File: config.mk
export PLATFORM = sky130hd
export DESIGN_NAME = fir_tap_sequencer
export DESIGN_NICKNAME = d
export VERILOG_FILES = /design/src/rtl/fir_tap_sequencer.sv
export SDC_FILE = /design/constraint.sdc
export NUM_CORES = 2
export LEC_CHECK = 0
export CORE_MARGIN = 3
export CORE_UTILIZATION = 45
export DETAILED_ROUTE_END_ITERATION = 10
export GPL_ROUTABILITY_DRIVEN = 1
export GPL_TIMING_DRIVEN = 0
export SETUP_SLACK_MARGIN = 0.02
export SYNTH_ARGS = -nofsm -noshare
export SYNTH_HDL_FRONTEND = slang
export SYNTH_SLANG_ARGS = --single-unit
File: constraint.sdc
create_clock -name clock -period 5.9 [get_ports clock]
set_input_delay 1.77 -clock clock [delete_from_list [all_inputs] [get_ports clock]]
set_output_delay 1.77 -clock clock [all_outputs]
set_load 0.02 [all_outputs]
File: src/rtl/fir_tap_sequencer.sv
// Sequencer and tap storage feeding an 18x36 FIR MAC: one output per accepted sample.
// Holds the circular sample delay line and the coefficient bank, and captures the drained MAC result.
module fir_tap_sequencer #(
  parameter int NTAPS  = 64,
  parameter int ADDR_W = 6
) (
  input  logic              clock,
  input  logic              reset,
  input  logic [35:0]       din,
  input  logic              din_valid,
  output logic              din_ready,
  input  logic              coef_we,
  input  logic [ADDR_W-1:0] coef_addr,
  input  logic [17:0]       coef_wdata,
  output logic [17:0]       mac_a,
  output logic [35:0]       mac_b,
  output logic              mac_clr,
  input  logic [67:0]       mac_out,
  output logic [67:0]       dout,
  output logic              dout_valid,
  output logic              busy
);

  // state | meaning
  // IDLE  | waiting for a sample; coefficient writes allowed
  // CLEAR | one cycle of mac_clr before the tap stream
  // RUN   | one coefficient/sample pair per cycle, tap k = 0..NTAPS-1
  // DRAIN | three empty cycles while the MAC pipeline settles
  // OUT   | dout_valid pulse for the captured result
  localparam logic [2:0] S_IDLE  = 3'd0;
  localparam logic [2:0] S_CLEAR = 3'd1;
  localparam logic [2:0] S_RUN   = 3'd2;
  localparam logic [2:0] S_DRAIN = 3'd3;
  localparam logic [2:0] S_OUT   = 3'd4;

  localparam int                CW    = ADDR_W + 1;
  localparam logic [CW-1:0]     NT_F  = CW'(NTAPS);
  localparam logic [ADDR_W-1:0] NT_A  = ADDR_W'(NTAPS);
  localparam logic [ADDR_W-1:0] LAST  = ADDR_W'(NTAPS - 1);

  logic [2:0]        state;
  logic [ADDR_W-1:0] wr_ptr;
  logic [ADDR_W-1:0] newest;
  logic [ADDR_W-1:0] k;
  logic [CW-1:0]     fill;
  logic [1:0]        drain_cnt;

  logic [35:0] delay_mem [NTAPS];
  logic [17:0] coef_mem  [NTAPS];

  logic              accept;
  logic [ADDR_W-1:0] tap_sel;
  logic [ADDR_W-1:0] rd_idx;
  logic              tap_live;

  assign accept = reset && din_valid && din_ready && (state == S_IDLE);

  // Tap to present next cycle; the index wrap is done modulo NTAPS, not 2**ADDR_W.
  always_comb begin
    tap_sel  = (state == S_CLEAR) ? '0 : k + ADDR_W'(1);
    rd_idx   = newest - tap_sel + ((newest < tap_sel) ? NT_A : '0);
    tap_live = ({1'b0, tap_sel} < fill);
  end

  always_ff @(posedge clock) begin
    if (accept)
      delay_mem[wr_ptr] <= din;
    if (reset && coef_we && (state == S_IDLE) && ({1'b0, coef_addr} < NT_F))
      coef_mem[coef_addr] <= coef_wdata;
  end

  always_ff @(posedge clock) begin
    if (!reset) begin
      state      <= S_IDLE;
      wr_ptr     <= '0;
      newest     <= '0;
      k          <= '0;
      fill       <= '0;
      drain_cnt  <= '0;
      mac_a      <= '0;
      mac_b      <= '0;
      mac_clr    <= 1'b1;
      dout       <= '0;
      dout_valid <= 1'b0;
      busy       <= 1'b0;
      din_ready  <= 1'b0;
    end else begin
      mac_a      <= '0;
      mac_b      <= '0;
      mac_clr    <= 1'b0;
      dout_valid <= 1'b0;
      case (state)
        S_IDLE: begin
          if (accept) begin
            newest    <= wr_ptr;
            wr_ptr    <= (wr_ptr == LAST) ? '0 : wr_ptr + ADDR_W'(1);
            if (fill != NT_F)
              fill <= fill + CW'(1);
            state     <= S_CLEAR;
            mac_clr   <= 1'b1;
            din_ready <= 1'b0;
            busy      <= 1'b1;
          end else begin
            din_ready <= 1'b1;
            busy      <= 1'b0;
          end
        end
        S_CLEAR: begin
          state <= S_RUN;
          k     <= '0;
          mac_a <= coef_mem[tap_sel];
          mac_b <= tap_live ? delay_mem[rd_idx] : '0;
        end
        S_RUN: begin
          if (k == LAST) begin
            state     <= S_DRAIN;
            drain_cnt <= 2'd2;
          end else begin
            k     <= k + ADDR_W'(1);
            mac_a <= coef_mem[tap_sel];
            mac_b <= tap_live ? delay_mem[rd_idx] : '0;
          end
        end
        S_DRAIN: begin
          if (drain_cnt == 2'd0) begin
            dout       <= mac_out;
            dout_valid <= 1'b1;
            state      <= S_OUT;
          end else begin
            drain_cnt <= drain_cnt - 2'd1;
          end
        end
        S_OUT: begin
          state     <= S_IDLE;
          din_ready <= 1'b1;
          busy      <= 1'b0;
        end
        default: begin
          state     <= S_IDLE;
          din_ready <= 1'b0;
          busy      <= 1'b0;
        end
      endcase
    end
  end

endmodule

Word level (Yosys, flattened, before mapping)
Memory sizes are Yosys's and may differ from the RTL's.
Cells that the tools add are included.
{"block": "word_totals", "reg_bits": 156, "mem_bits_rw": 3456, "input_bits": 132, "output_inout_bits": 126, "elab_cells": 75, "memories": 2}
{"block": "classes", "n_addsub": 5, "magnitude_cmp": 1, "eq_ne": 12, "muxes": 25, "n_reduce_logical": 17}
{"name": "delay_mem", "depth": 64, "word_bits": 36, "rd": 1, "rd_clocked_by_memory_dff": 0, "wr": 1, "line": "48", "text": "logic [35:0] delay_mem [NTAPS];"}
{"name": "coef_mem", "depth": 64, "word_bits": 18, "rd": 1, "rd_clocked_by_memory_dff": 0, "wr": 1, "line": "49", "text": "logic [17:0] coef_mem [NTAPS];"}
{"cell": "two-way mux 36 bit", "count": 2}
{"cell": "case mux 36 bit (2 select lines)", "count": 1}
{"cell": "case mux 18 bit (2 select lines)", "count": 1}
{"cell": "two-way mux 18 bit", "count": 1}
{"cell": "two-way mux 6 bit", "count": 3}
{"cell": "adder 6 x 1 -> 6 bit (second input constant)", "count": 2}
{"cell": "== test 6 bit (second input constant)", "count": 2}
{"cell": "case mux 3 bit (4 select lines)", "count": 1}
{"cell": "case mux 6 bit (2 select lines)", "count": 1}
{"cell": "inequality test 2 bit (second input constant)", "count": 5}
{"cell": "two-way mux 3 bit", "count": 3}
{"cell": "AND reduction 3 bit", "count": 3}
{"cell": "AND reduction 2 bit", "count": 4}
{"cell": "adder 7 x 1 -> 7 bit (second input constant)", "count": 1}
{"cell": "less-than comparator 6 x 7 -> 1 bit", "count": 1}
{"cell": "two-way mux 1 bit", "count": 7}
{"cell": "inequality test 7 bit (second input constant)", "count": 1}
{"cell": "== test 3 x 2 -> 1 bit (second input constant)", "count": 2}
{"cell": "subtractor 6 bit", "count": 1}
{"cell": "logical AND 1 bit", "count": 5}
{"cell": "two-way mux 2 bit", "count": 2}
{"cell": "case mux 2 bit (2 select lines)", "count": 1}
{"cell": "nonzero test 2 bit", "count": 2}
{"cell": "== test 3 x 1 -> 1 bit (second input constant)", "count": 1}
{"cell": "7 further kinds", "count": 7}

Longest topological paths before layout
An unclocked memory read counts as a cell.
{"block": "logic_depth", "word_depth": 7, "ltp_mapped": 18, "ltp_nobuf": 12}

Worst setup path before layout
Ideal clock, no wire load.
{"block": "synth_path", "path_type": "input to register", "startpoint": "input port reset", "endpoint": "memory delay_mem[63][0], enable pin", "setup_time_ns": 0.429, "arrival_time_ns": 4.627, "t_required_ns": 5.471, "setup_slack_ns": 0.843, "stages": 7, "n_path_buf": 2, "path_cell_list": "clkbuf_1 nand2_1 nor2_1 and2_0 buf_2 nand3_1 nor2_1"}
{"block": "synth_between", "elab_chain_cells": 5}
{"element": "start: declaration", "line": "8", "text": "input logic reset,"}
{"element": "logical AND 1 bit (3 in a row)", "line": "56", "text": "assign accept = reset && din_valid && din_ready && (state == S_IDLE);"}
{"element": "two-way mux 1 bit", "line": "66", "text": "if (accept)"}
{"element": "two-way mux 1 bit (implied by the code)", "line": "67", "text": "delay_mem[wr_ptr] <= din;"}
{"element": "end: declaration", "line": "48"}
Every way passes these cells.

Final worst setup path
{"block": "layout_path", "startpoint": "register state[0]", "endpoint": "register mac_b[0]"}
{"block": "layout_between", "elab_chain_cells": 7, "word_cells_on_any_way": 9, "classes_between": "add/sub: 1; order compare: 1; eq/ne: 2; mux: 4; memory: 1"}
{"element": "start: declaration", "line": "41", "text": "logic [2:0] state;"}
{"element": "start signal: assignment", "line": "74", "text": "state <= S_IDLE;"}
{"element": "start signal: assignment", "line": "99", "text": "state <= S_CLEAR;"}
{"element": "start signal: assignment", "line": "109", "text": "state <= S_RUN;"}
{"element": "== test 3 x 1 -> 1 bit", "line": "60, 92"}
{"element": "two-way mux 6 bit", "line": "60", "text": "tap_sel = (state == S_CLEAR) ? '0 : k + ADDR_W'(1);"}
{"element": "subtractor 6 bit", "line": "61", "text": "rd_idx = newest - tap_sel + ((newest < tap_sel) ? NT_A : '0);"}
{"element": "memory read (64 x 36 bit)"}
{"element": "two-way mux 36 bit", "line": "112, 121"}
{"element": "two-way mux 36 bit", "line": "115", "text": "if (k == LAST) begin"}
{"element": "case mux 36 bit (2 select lines) (*)", "line": "92", "text": "case (state)"}
{"element": "end signal: assignment", "line": "112", "text": "mac_b <= tap_live ? delay_mem[rd_idx] : '0;"}
{"element": "end signal: assignment", "line": "121", "text": "mac_b <= tap_live ? delay_mem[rd_idx] : '0;"}
{"element": "end: declaration", "line": "16", "text": "output logic [35:0] mac_b,"}
Mark *: on every way between the ends. The rest lies on a longest branch, timed or not.
A chain may end at the register's enable or synchronous reset.

==> impl_metrics.yaml <==
power_and_ir_drop:
  p_per_area_nw_per_um2: 362
  ir_drop_mv: 0.253
  p_leak_nw: 50.8
yosys:
  postSynthCellCount: 7038
  async_reset_ff_share_pct: 0
  syn_area_per_cell_um2: 19.8
  syn_area_um2: 139000
  synthesis.nets: 7186
  synth_seq_cells: 3612
  synth_edf_count: 3456
  yosysSeqAreaShare_pct: 76.7
  yosys_most_used_dff: "edfxtp_1"
  synth.top_cell.area_share_pct: 74.4
  ys_top_cells_by_area: "edfxtp_1 74%, mux4_2 12%, dfxtp_1 2.2%"
  yosysMostFrequentCell: "edfxtp_1"
  post-synth-top-area-cell: "edfxtp_1"
  yosysUniqueCellTypes: 85
  yosysWarnings: 0
  ys_top_cells_by_count: "3456 x edfxtp_1, 736 x mux4_2, 533 x nand2_1"
global_route:
  grt_first_pass_wirelength_um: 588000
  grt_pass1_vias: 75000
  gr-total-overflow: 0
  grt_max_degree: 65
  grt_use_total_pct: 26.5
  antenna_found_initial: 36
job:
  cap_violations: 0
placed_design:
  dp_slack_ns: -2.08
  place.gp.congestion: 0.987
  dp_hpwl_um: 293000
  io_buffers: 251
  dp_cells: 11600
detailed_routing:
  wl_met1_um: 165000
  wl_met3_um: 44500
  firstDrtPassIters: 6
  top_layer_used: "met5"
  drc: 0
  wl_met2_um: 194000
  wl_um: 426000
  vias: 76300
  ant_nets: 0
  via_per_inst: 6.23
  drt_iter0_drc: 10900
  wl_per_cell_um: 34.7
worst_setup_path:
  cp_max_fo: 19
  r2r_end: "mac_b[0]"
  cp-start-kind: "flip-flop"
  path_buf_inv: 6
  path_class: "flip-flop to flip-flop"
  timing.rr.start: "state[0]"
  path_cells: "or3b_4 > nand2_2 > inv_2 > buf_6 > buf_2 > ha_1 > fa_1 > buf_4 > clkbuf_4 > clkbuf_4 > mux4_2 > mux4_2 > a221oi_2 > a211oi_1"
  reg2reg_depth: 14
  worstPathArrival_ns: 6.63
  reg2reg_setup_slack_ns: 0.03
  required_ns: 6.66
  critPathTopFamily: "buffers and inverters"
  max_stage_delay_ns: 0.67
  cp_slowest_cell: "a221oi_2"
  end_kind: "flip-flop"
sta:
  fmax_ghz: 0.170
  period_share_pct: 99.5
  period_minus_slack_ns: 5.87
  rsz0062_at_grt: "false"
  clock_skew_ns: 0.0830
  finalSetupViolCount: 0
  finalHoldViolCount: 0
  drv_slew: 0
  layout_setup_ws_ns: 0.0288
  worst_slew_pin_slew_ns: 1.45
  relSlewSlack_pct: 3.11
  timing.setup.tns_ns: 0
clock_tree:
  clkTransAtPathRegs_ns: 0.06
  root_buffer: "clkbuf_16"
  cts.sinks: 3612
  postCtsHoldBufs: 0
  cts_tree: "done"
  cts_inserted_buffers: 373
  worstSkewPairLatency_ns: 0.96
  htree_levels: 5
  clk_path_buf_depth: 4
floorplanning:
  die_x_um: 563
  start_util_pct: 45.4
  rows: 203
  die_h_um: 563
  core_um2: 307000
  die-area_um2: 316000
  io_pins: 258
hold_path:
  holdPathEnd: "dout[62]"
  hold_path.class: "flip-flop to flip-flop"
  whs_path_depth: 2
  hold_start: "dout[62]"
finish:
  instances_no_fill: 12200
  utilization_pct: 53.3
  area_growth_pct: 17.3
  drive_above_1_share_pct: 24.6
  fin_nets: 7975
  fillers: 23800
outcome:
  status: "complete, no violations"
cell usage in the layout, fill, tap and decap left out, types with 109 or more instances in the layout:
master / Yosys / final
edfxtp_1: 3456 / 3456
mux4_2: 736 / 736
nand2_1: 533 / 533
clkbuf_16: 0 / 378
clkbuf_1: 216 / 237
buf_2: 176 / 222
clkdlybuf4s50_1: 0 / 197
mux2i_1: 190 / 171
dfxtp_1: 156 / 156
a211oi_1: 140 / 109
kinds of logic after synthesis:
| family | Yosys count | share of synthesized area, % |
|---|---|---|
| AOI/OAI and AO/OA | 870 | 4.54 |
| xor gates and xnor gates | 18 | 0.124 |
| adders and majority gates | 16 | 0.149 |
| buffers and inverters | 477 | 1.54 |
| DFF | 3612 | 76.7 |
| muxes | 948 | 13.4 |
| and+or+nand+nor | 1097 | 3.52 |
routing by layer:
layer	track usage [%]	up-vias
li1	-	30700
met1	36.7	40100
met2	40.5	4483
met3	5.97	981
met4	11.9	14
met5	0.105	-
cell type report:
class                      instances  area [µm²]  area share (%)
antenna                           12        30.0          0.0184
timing repair buffer             417        5700            3.49
inverter                          28         109          0.0666
multi-input combinational       2949       31500            19.2
tap                             4100        5130            3.14
buffer                           446        2160            1.32
clock buffer                     485       10100            6.18
clock inverter                   197        1920            1.17
sequential                      3612      107000            65.4
report_power, final:
| part | switching [mW] | internal (mW) | total [mW] | leakage, nW |
|---|---|---|---|---|
| clock | 9.99 | 13.3 | 23.3 | 5.87 |
| sequential | 0.0198 | 28.1 | 28.1 | 32.3 |
| combinational | 4.83 | 2.90 | 7.74 | 12.7 |
flip-flops by register name (all words and copies together), names as in the netlist, 6 cells and up:
name,count
delay_mem,2304
wr_ptr,6
k,6
newest,6
fill,7
dout,68
mac_a,18
coef_mem,1152
mac_b,36
worst max path at each step:
stage,start,endpoint,cells after the start
CTS,state[0],mac_b[16],13
global route,state[0],mac_b[4],15
global placement,k[1],mac_b[2],15
finish,state[0],mac_b[0],14
floorplan,reset,delay_mem[63][0],7
detailed placement,k[1],mac_b[33],14
worst reg2reg max path: cells and delay by family (launching register included):
| kind | cells | cell delay, ns |
|---|---|---|
| AO/OA/AOI/OAI | 2 | 0.83 |
| buffers and inverters | 6 | 2.09 |
| flip-flops | 1 | 0.42 |
| adder cells (fa/ha/maj) | 2 | 0.87 |
| AND/OR/NAND/NOR | 2 | 0.62 |
| multiplexers | 2 | 0.92 |
per-stage QoR:
step                      cell area, µm²  hold slack, ns  total power, mW
after floorplan                   139000           0.434             32.8
after global placement            147000           0.451             36.1
after detailed placement          151000           0.454             36.2
after CTS                         163000           0.464             59.4
after global routing              164000           0.482             60.6
final                             164000           0.461             59.2
repair_timing:
item                       in CTS  in global routing
gates cloned                    0                  0
gates resized for setup       121                 48
setup endpoints to repair      36                 35
pin swaps                       0                  1
setup buffers                   0                  2
Note: power is estimated with default switching activity, not from simulation.
